### src/rtl/fir_band_scheduler_if.sv
// fir_band_scheduler_if: sample intake, band-filter control/result bus and
// collected-result bus of the band scheduler, bundled for port connection.
interface fir_band_scheduler_if #(
    parameter int NBANDS = 4,
    parameter int DW     = 10
);
    logic [DW-1:0]        sample_in;
    logic                 sample_valid;
    logic                 flush;
    logic [NBANDS-1:0]    band_mask;
    logic [DW-1:0]        band_sample;
    logic [NBANDS-1:0]    band_en;
    logic                 band_clr;
    logic [NBANDS*DW-1:0] band_out;
    logic [NBANDS-1:0]    band_avl;
    logic [NBANDS*DW-1:0] out_bands;
    logic                 out_valid;
    logic                 busy;
    logic [7:0]           drop_cnt;
    logic                 timeout_err;

    // Scheduler side
    modport slave (
        input  sample_in, sample_valid, flush, band_mask, band_out, band_avl,
        output band_sample, band_en, band_clr, out_bands, out_valid, busy,
               drop_cnt, timeout_err
    );

    // Sample source / band filters / result consumer side
    modport master (
        output sample_in, sample_valid, flush, band_mask, band_out, band_avl,
        input  band_sample, band_en, band_clr, out_bands, out_valid, busy,
               drop_cnt, timeout_err
    );
endinterface

### src/rtl/fir_band_scheduler.sv
// fir_band_scheduler: takes one sample, starts each enabled band filter in
// ascending order (one at a time), collects each band's result on the rising
// edge of its avl line, then strobes out_valid with all slices.
// Optional per-band watchdog: define FIR_BAND_SCHED_WDOG_EN.
module fir_band_scheduler #(
    parameter int NBANDS   = 4,
    parameter int DW       = 10,
    parameter int WDOG_MAX = 255
) (
    input  logic                clk_fast,
    input  logic                rst,
    fir_band_scheduler_if.slave bus
);
    localparam int BW = (NBANDS > 1) ? $clog2(NBANDS) : 1;

    typedef enum logic [1:0] {S_IDLE, S_ISSUE, S_WAIT, S_DONE} state_t;

    state_t            r_state;
    state_t            w_state_next;
    logic [BW-1:0]     r_band;
    logic [NBANDS-1:0] r_mask;
    logic [NBANDS-1:0] r_avl_prev;
    logic [DW-1:0]     r_sample;
    logic [DW-1:0]     r_slice [NBANDS];
    logic              r_band_clr;
    logic              r_flush_pend;
    logic [7:0]        r_drop_cnt;

    logic              w_flush_req;
    logic              w_accept;
    logic              w_reject;
    logic              w_edge;
    logic              w_timeout;
    logic              w_wait_done;
    logic [BW-1:0]     w_first_band;
    logic              w_any;
    logic [BW-1:0]     w_next_band;
    logic              w_more;
    logic [NBANDS-1:0] w_band_en;
    logic              w_out_valid;
    logic              w_busy;

    // A flush seen while busy is replayed in the first IDLE cycle, where it
    // outranks a sample arriving in that same cycle.
    assign w_flush_req = bus.flush | r_flush_pend;
    assign w_accept    = (r_state == S_IDLE) && bus.sample_valid && !w_flush_req;
    assign w_reject    = bus.sample_valid && ((r_state != S_IDLE) || w_flush_req);
    assign w_edge      = bus.band_avl[r_band] && !r_avl_prev[r_band];
    assign w_wait_done = (r_state == S_WAIT) && (w_edge || w_timeout);

    // State register
    always_ff @(posedge clk_fast or posedge rst) begin
        if (rst) r_state <= S_IDLE;
        else     r_state <= w_state_next;
    end

    // Next-state logic
    always_comb begin
        w_state_next = r_state;
        unique case (r_state)
            S_IDLE:  if (w_accept) w_state_next = w_any ? S_ISSUE : S_DONE;
            S_ISSUE: w_state_next = S_WAIT;
            S_WAIT:  if (w_wait_done) w_state_next = w_more ? S_ISSUE : S_DONE;
            S_DONE:  w_state_next = S_IDLE;
            default: w_state_next = S_IDLE;
        endcase
    end

    // Moore outputs decoded from state and current band
    always_comb begin
        w_band_en   = '0;
        w_out_valid = (r_state == S_DONE);
        w_busy      = (r_state != S_IDLE);
        if (r_state == S_ISSUE) w_band_en[r_band] = 1'b1;
    end

    // Lowest enabled band in the incoming mask (first band of a sequence)
    always_comb begin
        w_first_band = '0;
        w_any        = 1'b0;
        for (int i = NBANDS - 1; i >= 0; i--) begin
            if (bus.band_mask[i]) begin
                w_first_band = BW'(i);
                w_any        = 1'b1;
            end
        end
    end

    // Next enabled band above the current one in the captured mask
    always_comb begin
        w_next_band = '0;
        w_more      = 1'b0;
        for (int i = NBANDS - 1; i >= 0; i--) begin
            if (r_mask[i] && (i > int'(r_band))) begin
                w_next_band = BW'(i);
                w_more      = 1'b1;
            end
        end
    end

    // Sequence bookkeeping: sample/mask capture, band pointer, flush, drops
    always_ff @(posedge clk_fast or posedge rst) begin
        if (rst) begin
            r_band       <= '0;
            r_mask       <= '0;
            r_avl_prev   <= '0;
            r_sample     <= '0;
            r_band_clr   <= 1'b0;
            r_flush_pend <= 1'b0;
            r_drop_cnt   <= '0;
        end else begin
            r_avl_prev <= bus.band_avl;
            r_band_clr <= (r_state == S_IDLE) && w_flush_req;
            if (r_state == S_IDLE)  r_flush_pend <= 1'b0;
            else if (bus.flush)     r_flush_pend <= 1'b1;
            if (w_reject && (r_drop_cnt != 8'hFF)) r_drop_cnt <= r_drop_cnt + 8'd1;
            if (w_accept) begin
                r_sample <= bus.sample_in;
                r_mask   <= bus.band_mask;
                r_band   <= w_first_band;
            end else if (w_wait_done && w_more) begin
                r_band <= w_next_band;
            end
        end
    end

    // Per-band result slice: cleared on acceptance, loaded when its band finishes
    for (genvar gi = 0; gi < NBANDS; gi++) begin : g_slice
        always_ff @(posedge clk_fast or posedge rst) begin
            if (rst)
                r_slice[gi] <= '0;
            else if (w_accept)
                r_slice[gi] <= '0;
            else if (w_wait_done && (r_band == BW'(gi)))
                r_slice[gi] <= w_edge ? bus.band_out[gi*DW +: DW] : '1;
        end
        assign bus.out_bands[gi*DW +: DW] = r_slice[gi];
    end

`ifdef FIR_BAND_SCHED_WDOG_EN
    localparam int WW = (WDOG_MAX > 1) ? $clog2(WDOG_MAX + 1) : 1;
    logic [WW-1:0] r_wdog;
    logic          r_timeout_err;

    // Watchdog: restarted by each issue, counts cycles spent waiting
    always_ff @(posedge clk_fast or posedge rst) begin
        if (rst)                     r_wdog <= '0;
        else if (r_state == S_ISSUE) r_wdog <= '0;
        else if (r_state == S_WAIT)  r_wdog <= r_wdog + WW'(1);
    end

    // Sticky timeout flag, cleared only by reset
    always_ff @(posedge clk_fast or posedge rst) begin
        if (rst)            r_timeout_err <= 1'b0;
        else if (w_timeout) r_timeout_err <= 1'b1;
    end

    // Expire in the WAIT cycle in which the count reaches the limit
    assign w_timeout       = (r_state == S_WAIT) && !w_edge && (r_wdog == WW'(WDOG_MAX - 1));
    assign bus.timeout_err = r_timeout_err;
`else
    // Without the watchdog a band may take as long as it likes
    assign w_timeout       = 1'b0;
    assign bus.timeout_err = 1'b0;
    if (WDOG_MAX < 1) begin : g_wdog_limit_unused
    end
`endif

    assign bus.band_sample = r_sample;
    assign bus.band_en     = w_band_en;
    assign bus.band_clr    = r_band_clr;
    assign bus.out_valid   = w_out_valid;
    assign bus.busy        = w_busy;
    assign bus.drop_cnt    = r_drop_cnt;
endmodule

### src/flat_wrapper.sv
// flat-port wrapper written by rule: the top's interface ports become plain ports
module fir_band_scheduler_flat 
#(
    parameter int NBANDS   = 4,
    parameter int DW       = 10,
    parameter int WDOG_MAX = 255
)
  (clk_fast, rst, bus_sample_in, bus_sample_valid, bus_flush, bus_band_mask, bus_band_out, bus_band_avl, bus_band_sample, bus_band_en, bus_band_clr, bus_out_bands, bus_out_valid, bus_busy, bus_drop_cnt, bus_timeout_err);
  fir_band_scheduler_if #(.NBANDS(NBANDS), .DW(DW)) bus_i ();
  input  logic clk_fast;
  input  logic rst;
  input wire logic [$bits(bus_i.sample_in)-1:0] bus_sample_in;
  input wire logic [$bits(bus_i.sample_valid)-1:0] bus_sample_valid;
  input wire logic [$bits(bus_i.flush)-1:0] bus_flush;
  input wire logic [$bits(bus_i.band_mask)-1:0] bus_band_mask;
  input wire logic [$bits(bus_i.band_out)-1:0] bus_band_out;
  input wire logic [$bits(bus_i.band_avl)-1:0] bus_band_avl;
  output wire logic [$bits(bus_i.band_sample)-1:0] bus_band_sample;
  output wire logic [$bits(bus_i.band_en)-1:0] bus_band_en;
  output wire logic [$bits(bus_i.band_clr)-1:0] bus_band_clr;
  output wire logic [$bits(bus_i.out_bands)-1:0] bus_out_bands;
  output wire logic [$bits(bus_i.out_valid)-1:0] bus_out_valid;
  output wire logic [$bits(bus_i.busy)-1:0] bus_busy;
  output wire logic [$bits(bus_i.drop_cnt)-1:0] bus_drop_cnt;
  output wire logic [$bits(bus_i.timeout_err)-1:0] bus_timeout_err;
  assign bus_i.sample_in = bus_sample_in;
  assign bus_i.sample_valid = bus_sample_valid;
  assign bus_i.flush = bus_flush;
  assign bus_i.band_mask = bus_band_mask;
  assign bus_i.band_out = bus_band_out;
  assign bus_i.band_avl = bus_band_avl;
  assign bus_band_sample = bus_i.band_sample;
  assign bus_band_en = bus_i.band_en;
  assign bus_band_clr = bus_i.band_clr;
  assign bus_out_bands = bus_i.out_bands;
  assign bus_out_valid = bus_i.out_valid;
  assign bus_busy = bus_i.busy;
  assign bus_drop_cnt = bus_i.drop_cnt;
  assign bus_timeout_err = bus_i.timeout_err;
  fir_band_scheduler #(.NBANDS(NBANDS), .DW(DW), .WDOG_MAX(WDOG_MAX)) u_core (.clk_fast(clk_fast), .rst(rst), .bus(bus_i));
endmodule
### config.mk
export PLATFORM = sky130hd
export DESIGN_NAME = fir_band_scheduler_flat
export DESIGN_NICKNAME = d
export VERILOG_FILES = /design/src/rtl/fir_band_scheduler_if.sv /design/src/rtl/fir_band_scheduler.sv /design/src/flat_wrapper.sv
export SDC_FILE = /design/constraint.sdc
export NUM_CORES = 1
export LEC_CHECK = 0
export ABC_AREA = 1
export ABC_CLOCK_PERIOD_IN_PS = 5400
export CORE_ASPECT_RATIO = 0.7
export CORE_MARGIN = 10
export CORE_UTILIZATION = 47
export DETAILED_ROUTE_END_ITERATION = 6
export PLACE_DENSITY_LB_ADDON = 0.1
export SYNTH_ARGS = -nofsm -noshare
export SYNTH_HDL_FRONTEND = slang
export SYNTH_SLANG_ARGS = --single-unit
### constraint.sdc
create_clock -name clk_fast -period 5.4 [get_ports clk_fast]
set_input_delay 1.08 -clock clk_fast [delete_from_list [all_inputs] [get_ports clk_fast]]
set_output_delay 1.08 -clock clk_fast [all_outputs]
set_load 0.005 [all_outputs]
# ---- After elaboration in Yosys (flattened, before gate mapping)
# Index checks and enable logic that the tools add are counted.
dict set report totals {
  register_bits 72
  latch_bits 0
  mem_bits_rw 0
  mem_bits_ro 0
  inputBits 62
  out_inout_bits 66
  n_memories 0
}
dict set report op_classes {
  add_sub_neg 1
  n_mul 0
  div_mod_pow 0
  magnitude_cmp 5
  eq_ne 9
  n_shift 0
  n_mux 42
  bitwise_logic 1
  reduce_logical 29
}
# cell n
set ops {}
lappend ops {{2-to-1 mux 10 bit} 12}
lappend ops {{2-to-1 mux 2 bit} 13}
lappend ops {{logical AND 1 bit} 16}
lappend ops {{nonzero test 2 bit} 7}
lappend ops {{2-to-1 mux 1 bit} 12}
lappend ops {{adder 8 x 1 -> 8 bit (second input constant)} 1}
lappend ops {{equality test 2 bit (second input constant)} 4}
lappend ops {{!= test 8 bit (second input constant)} 1}
lappend ops {{one-hot mux 2 bit (4 select lines)} 1}
lappend ops {{binary-select mux 1 bit (select 2 bit)} 2}
lappend ops {{equality test 2 x 1 -> 1 bit (second input constant)} 2}
lappend ops {{greater-than comparator 2 bit (first input constant)} 2}
lappend ops {{logical NOT 2 bit} 2}
lappend ops {{2-to-1 mux 4 bit} 1}
lappend ops {{!= test 2 x 1 -> 1 bit (second input constant)} 2}
lappend ops {{less-than comparator 2 x 3 -> 1 bit (second input constant)} 1}
lappend ops {{demux 1 bit (select 2 bit)} 1}
lappend ops {{greater-or-equal comparator 2 x 1 -> 1 bit (second input constant)} 1}
lappend ops {{greater-than comparator 1 x 2 -> 1 bit (first input constant)} 1}
lappend ops {{logical NOT 1 bit} 2}
lappend ops {{AND reduction 2 bit} 1}
lappend ops {{logical OR 1 bit} 1}
lappend ops {{OR 1 bit} 1}

# ---- Depth between registers and ports, before layout
# Gate-level depths: netlist of the first run.
dict set report depth {
  depth_word 8
  mapped_depth 11
  mapped_depth_nobuf 9
}

# ---- Worst setup path before layout of the first run
# Ideal clock, no wire load.
dict set report synth_timing {
  path_type {input to register}
  start {in bus_flush}
  end {reg u_core.r_slice, in the netlist u_core.bus.out_bands[0]}
  setup_ns 0.119
  arrival_time_ns 1.849
  required_ns 5.281
  path_slack_ns 3.432
  path_stages 5
  n_path_buf 1
  path_cell_list {nor2_1 > nand3_1 > clkbuf_1 > nand3_1 > nand2_1}
}
dict set report synth_via {
  elab_chain_len 4
}
# element line_no
set synth_rtl {}
lappend synth_rtl {{start, declared} flat_wrapper.sv:14} ;# input wire logic [$bits(bus_i.flush)-1:0] bus_flush;
lappend synth_rtl {{OR 1 bit (*)} fir_band_scheduler.sv:45} ;# assign w_flush_req = bus.flush | r_flush_pend;
lappend synth_rtl {{logical NOT 1 bit (*)} fir_band_scheduler.sv:46} ;# assign w_accept = (r_state == S_IDLE) && bus.sample_valid && !w_flush_req;
lappend synth_rtl {{logical AND 1 bit (*)} fir_band_scheduler.sv:46}
lappend synth_rtl {{2-to-1 mux 10 bit or nonzero test 2 bit (tied branches)} n/a}
lappend synth_rtl {{end signal, assigned by index} fir_band_scheduler.sv:135} ;# r_slice[gi] <= w_edge ? bus.band_out[gi*DW +: DW] : '1;
lappend synth_rtl {{end, declared} fir_band_scheduler.sv:24} ;# logic [DW-1:0] r_slice [NBANDS];
# Mark *: on every way between the ends. The rest lies on a longest branch, timed or not.
# A chain may end at the register's enable or synchronous reset.

# ---- Worst setup path after layout of the first run
dict set report layout_timing {
  start {reg u_core.r_band[1]}
  end {out bus_band_en[2]}
}
dict set report layout_via {
  elab_chain_len 5
}
# element line_no
set layout_rtl {}
lappend layout_rtl {{start, declared} fir_band_scheduler.sv:20} ;# logic [BW-1:0] r_band;
lappend layout_rtl {{start signal, assigned} fir_band_scheduler.sv:120} ;# r_band <= w_first_band;
lappend layout_rtl {{start signal, assigned} fir_band_scheduler.sv:122} ;# r_band <= w_next_band;
lappend layout_rtl {{less-than comparator 2 x 3 -> 1 bit (not written as such) or greater-or-equal comparator 2 x 1 -> 1 bit (tied branches)} fir_band_scheduler.sv:74} ;# if (r_state == S_ISSUE) w_band_en[r_band] = 1'b1;
lappend layout_rtl {{logical AND 1 bit (not written as such)} fir_band_scheduler.sv:74}
lappend layout_rtl {{2-to-1 mux 1 bit (not written as such)} fir_band_scheduler.sv:74}
lappend layout_rtl {{demux 1 bit (select 2 bit) (*)} n/a}
lappend layout_rtl {{2-to-1 mux 4 bit (*)} fir_band_scheduler.sv:74}
lappend layout_rtl {{end, declared} flat_wrapper.sv:19} ;# output wire logic [$bits(bus_i.band_en)-1:0] bus_band_en;
# Marked as above.

==> results of run 1 <==
## per-stage QoR
stage               setup slack [ns]  cell area (µm²)  hold WS (ns)
CTS                            2.458             4776        0.4880
detailed placement             2.666             4571        0.4685
global placement               2.734             4571        0.4621
floorplan                      2.523             3309        0.4534
global route                   2.383             4776        0.5053
finish                         2.445             4776        0.4820
## registers in the layout (all words and copies together), names as in the netlist
register and count:
u_core.bus.out_bands 40, u_core.r_avl_prev 4, u_core.r_state 2, u_core.r_mask 3, u_core.r_flush_pend 1, u_core.r_band 2, u_core.bus.drop_cnt 8, u_core.bus.band_sample 10
u_core.bus.band_clr 1
## layer usage
layer  share of wire  GRT usage  vias to the layer above
li1                -          -                     1507
met1            0.44     0.2323                     1489
met2            0.46     0.2806                      108
met3           0.087    0.07808                        7
met4          0.0065    0.03908                        0
met5               0          0                        -
## layout make-up
cell class / count / area share
sequential: 71 / 0.3720
clock buffer: 12 / 0.02829
inverter: 23 / 0.01912
multi-input combinational: 264 / 0.2740
timing repair buffer: 128 / 0.2672
tap: 94 / 0.02463
clock inverter: 4 / 0.01467
## report_power, final
| part | internal (µW) | leakage (µW) | total [µW] | switching (µW) |
|---|---|---|---|---|
| sequential | 672 | 0.000944 | 780 | 108 |
| combinational | 370 | 0.00131 | 825 | 454 |
| clock | 259 | 0.000104 | 451 | 192 |
## cell families after synthesis
| family | Yosys count |
|---|---|
| AO/OA/AOI/OAI | 10 |
| XOR/XNOR | 5 |
| adder cells (fa/ha/maj) | 1 |
| buffers and inverters | 46 |
| flip-flops | 71 |
| other | 1 |
| AND/OR/NAND/NOR | 247 |
## layout by cell type (no fill, tap or decap), types with 3 or more instances in the layout
master and count:
clkbuf_8 9, nor3_1 6, dfrtp_1 71, nand4_2 4, inv_2 3, nor2_1 7
clkdlybuf4s50_1 126, o21ai_0 7, nand2_1 122, nand3_1 56, inv_1 18, xor2_1 5
clkbuf_1 3, nand4_1 42
## worst max-delay path, cell delays in order, from the launching register on
cell and delay (ns):
dfrtp_1 0.58, inv_2 0.13, nor3_1 0.28, clkdlybuf4s50_1 0.56
## worst max path at each step
stage / from / endpoint / depth (start not counted)
after CTS: u_core.r_band[1]$_DFFE_PP0P_ / bus_band_en[2] / 3
final: u_core.r_band[1]$_DFFE_PP0P_ / bus_band_en[2] / 3
after detailed placement: bus_band_avl[1] / u_core.bus.out_bands[24]$_DFFE_PP0P_ / 9
after global routing: u_core.r_band[1]$_DFFE_PP0P_ / bus_band_en[2] / 3
after floorplan: rst / u_core.bus.band_clr$_DFF_PP0_ / 1
after global placement: bus_band_avl[3] / u_core.bus.out_bands[32]$_DFFE_PP0P_ / 9
==> impl_metrics.yaml, run 1 <==
status:
  status: "finished clean"
setup_path:
  crit_type: "register to output pin"
  start_kind: "register"
  arrival_ns: 1.88
  reg2regPathDepth: 5
  reg2reg_from: "u_core.r_band[0]$_DFFE_PP0P_"
  path_max_fanout: 10
  required_ns: 4.32
  cp-end-kind: "output pin"
  rr_endpoint: "u_core.bus.out_bands[15]$_DFFE_PP0P_"
  r2r_slack_ns: 3.28
timing:
  clock_skew_ns: 0.007377
  finalHoldViolCount: 0
  rsz0062_at_grt: "no"
  max_freq_ghz: 0.3384
  slew_violations: 0
  tns_ns: 0
  worstMarginPinSlew_ns: 1.120
  final-setup-viol-count: 0
  fin_crit_sh: 0.5473
  slew_headroom: 0.2518
  period_needed_ns: 2.955
clocking:
  cts-hold-fix-buffers: 0
  cts_root_buffer: "clkbuf_8"
  postCtsSetupBuffers: 0
  htree_levels: 3
  clkSlewWorstSetupHoldPaths_ns: 0.07
  cts.sinks: 71
  cts_buffers: 9
  ctsLongestPathBuffers: 2
  clock_latency_ns: 0.34
  cts_tree: "built"
  ctsResizeCount: 0
place:
  io_buffers: 126
  place_hpwl_mm: 7.022
  gp_congestion: 0.8336
  place_inst: 580
drt:
  drt_first_pass_iters: 4
  postRouteAntennaNets: 0
  wirelength_mm: 9.774
  drc: 0
  via_per_inst: 5.220
  wl_per_cell_um: 16.40
  vias: 3111
  drt_iter0_markers: 227
yosys:
  synthArstFlopShare: 1.000
  synthSimpleGateAreaFrac: 0.3577
  synth_edf_count: 0
  synthMuxAreaShare: 0
  synthesis.instances: 381
  ys_types: 26
  synth_top_area_cell: "dfrtp_1"
  yosysMostFrequentCell: "nand2_1"
  syn_avg_cell_area_um2: 8.686
  synthTopCellsByCount: "122 x nand2_1, 71 x dfrtp_1, 57 x nand3_1, 42 x nand4_1, 19 x inv_1"
  synth-main-ff-cell: "dfrtp_1"
  synth_top_area_frac: 0.5369
  synth-seq-cells: 71
  synth_compound_area_frac: 0.01588
  syn-num-nets: 444
  yosys.area_share.xor_xnor: 0.01323
  ys_seq_area_frac: 0.5369
  synth_area_um2: 3309
  ys_warn_count: 0
  synthTopCellsByArea: "dfrtp_1 54%, nand2_1 14%, nand3_1 8.6%"
  synth_top_family_by_area: "simple AND/OR/NAND/NOR gates"
  synth_fa_ha_area_frac: 0.003781
global_route:
  gr-total-overflow: 0
  first_global_vias: 3218
  grt.total_usage: 0.1822
  grt_max_degree: 64
  antenna_found_initial: 0
  grt_pass1_wl_mm: 16.26
finish:
  layout.cells.non_filler: 596
  ff_latch_area_um2: 1777
  n_fill_cell: 565
  syn_to_final_growth_pct: 44.31
  drive_above_1_share: 0.06773
  final_util: 0.7036
  multiInputGateArea_um2: 1309
  diodes: 0
  nets: 560
run:
  maxCapViolations: 0
worst_hold_path:
  min_to: "u_core.bus.band_sample[1]$_DFFE_PP0P_"
  worstHoldPathCells: 2
  hold_start: "u_core.bus.band_sample[1]$_DFFE_PP0P_"
  hold_path_class: "register to register"
die:
  core_um2: 6788
  dieWidth_um: 120.3
  initial_core_util: 0.4876
  rows: 25
  num_io_pins: 128
  die_h_um: 90.21
  die_area_um2: 10850
power_and_ir_drop:
  power.total_uw: 2055
  power.leakage_uw: 0.002361
  peakVddDrop_v: 0.0002574
  power.density_nw_per_um2: 430.4
(Power assumes the default switching activity.)
==> run 2: changes to the inputs <==
--- a/config.mk
+++ b/config.mk
@@ -6,10 +6,10 @@
 export NUM_CORES = 1
 export LEC_CHECK = 0
 export ABC_AREA = 1
-export ABC_CLOCK_PERIOD_IN_PS = 5400
+export ABC_CLOCK_PERIOD_IN_PS = 2600
 export CORE_ASPECT_RATIO = 0.7
 export CORE_MARGIN = 10
-export CORE_UTILIZATION = 47
+export CORE_UTILIZATION = 40
 export DETAILED_ROUTE_END_ITERATION = 6
 export PLACE_DENSITY_LB_ADDON = 0.1
 export SYNTH_ARGS = -nofsm -noshare
==> constraint.sdc (replaced) <==
create_clock -name clk_fast -period 2.6 [get_ports clk_fast]
set_input_delay 0.52 -clock clk_fast [delete_from_list [all_inputs] [get_ports clk_fast]]
set_output_delay 0.52 -clock clk_fast [all_outputs]
set_load 0.005 [all_outputs]
==> impl_metrics.yaml, run 2 (synthesis gave the netlist of run 1 again) <==
drt:
  wirelength_mm: 10.18
  wl_met2_mm: 4.625
  wl_met3_um: 905
  vias: 3089
  highest_layer: "met4"
  drt_first_pass_iters: 4
  drt_iter0_markers: 292
  drc: 0
  postRouteAntennaNets: 0
  wl_per_cell_um: 16.75
  wl_met1_mm: 4.579
  via_per_inst: 5.081
finish:
  drive_above_1_share: 0.07890
  final_cell_mix: "126 x clkdlybuf4s50_1, 122 x nand2_1, 71 x dfrtp_1"
  syn_to_final_growth_pct: 48.70
  n_fill_cell: 736
  final_common_cell: "clkdlybuf4s50_1"
  multiInputGateArea_um2: 1309
  diodes: 0
  ff_latch_area_um2: 1777
  final_util: 0.6172
  nets: 565
  largest_reg_flops: 40
die:
  num_io_pins: 128
  rows: 27
  die_h_um: 96.10
  initial_core_util: 0.4151
  dieWidth_um: 128.7
  core_um2: 7973
  die_area_um2: 12370
timing:
  rsz0062_at_grt: "no"
  clock_skew_ns: 0.008600
  period_needed_ns: 2.362
  finalWorstSetupSlack_ns: 0.2378
  final-setup-viol-count: 0
  slew_headroom: 0.6374
  tns_ns: 0
  finalHoldViolCount: 0
  max_freq_ghz: 0.4233
  worstMarginPinSlew_ns: 0.5434
  slew_violations: 0
  fin_crit_sh: 0.9085
clocking:
  cts_buffers: 9
  cts_root_buffer: "clkbuf_16"
  cts.sinks: 71
  ctsResizeCount: 0
  clkSlewWorstSetupHoldPaths_ns: 0.05
  ctsLongestPathBuffers: 2
  postCtsSetupBuffers: 0
  cts_tree: "built"
  cts-hold-fix-buffers: 0
  clock_latency_ns: 0.33
  htree_levels: 3
power_and_ir_drop:
  power.leakage_uw: 0.002433
  peakVddDrop_v: 0.0004039
  power.density_nw_per_um2: 931.8
status:
  status: "finished clean"
setup_path:
  cp-startpoint: "u_core.r_band[0]$_DFFE_PP0P_"
  reg2reg_from: "u_core.r_band[0]$_DFFE_PP0P_"
  path_max_fanout: 11
  cp-end-kind: "output pin"
  rr_endpoint: "u_core.bus.out_bands[21]$_DFFE_PP0P_"
  r2r_slack_ns: 0.65
  required_ns: 2.08
  start_kind: "register"
  crit_end: "bus_band_en[1]"
  crit_type: "register to output pin"
  reg2regPathDepth: 8
  arrival_ns: 1.84
worst_hold_path:
  hold_start: "u_core.bus.band_sample[5]$_DFFE_PP0P_"
  hold_path_class: "register to register"
global_route:
  gr-total-overflow: 0
  antenna_found_initial: 0
  grt_max_degree: 72
  grt_pass1_wl_mm: 16.57
  first_global_vias: 3118
  grt.total_usage: 0.1677
place:
  place_hpwl_mm: 7.420
  io_buffers: 126
  gp_congestion: 0.7987
  place_ws_ns: 0.4219
run:
  maxCapViolations: 0
[run 2: area by class of cell]
| class | count | area share |
|---|---|---|
| clock buffers | 12 | 0.05009 |
| clock inverters | 4 | 0.009153 |
| inverters | 23 | 0.01856 |
| multi-input cells | 264 | 0.2660 |
| flip-flops and latches | 71 | 0.3610 |
| well taps | 101 | 0.02568 |
| repair buffers | 133 | 0.2695 |
[run 2: worst min path at each step]
| stage | endpoint | slack, ns | depth (start not counted) |
|---|---|---|---|
| 2_1_floorplan | u_core.r_mask[1]$_DFFE_PP0P_ | 0.45 | 2 |
| 3_3_place_gp | u_core.bus.band_sample[6]$_DFFE_PP0P_ | 0.47 | 2 |
| 3_5_place_dp | u_core.bus.band_sample[6]$_DFFE_PP0P_ | 0.47 | 2 |
| 4_1_cts | u_core.bus.band_sample[6]$_DFFE_PP0P_ | 0.49 | 2 |
| 5_1_grt | u_core.bus.band_sample[7]$_DFFE_PP0P_ | 0.51 | 2 |
| 6_report | u_core.bus.band_sample[5]$_DFFE_PP0P_ | 0.48 | 2 |
[run 2: per-stage QoR]
step | hold slack (ns) | total power, µW | std cells | cell area [µm²]
2_1_floorplan | 0.4534 | 2574 | 381 | 3309
3_3_place_gp | 0.4656 | 3384 | 592 | 4629
6_report | 0.4826 | 4585 | 608 | 4921
5_1_grt | 0.5076 | 4910 | 608 | 4921
3_5_place_dp | 0.4682 | 3404 | 592 | 4629
4_1_cts | 0.4860 | 4634 | 608 | 4921
[run 2: per-layer routing]
layer  global-route usage  up-vias
li1                     -     1518
met1               0.2164     1471
met3              0.07249        7
met5                    0        -
met4              0.04245        0
met2               0.2547       93
[run 2: critical path, cell delays in order, from the launching register on]
cell and delay, ns:
dfrtp_1 0.59, inv_4 0.09, nor3_1 0.28, clkdlybuf4s50_1 0.56
[run 2: power by group]
part,internal [µW],switching [µW],leakage [µW]
clock,764,452,0.000146
combinational,803,941,0.00134
sequential,1400,228,0.000944
total,2960,1620,0.00243
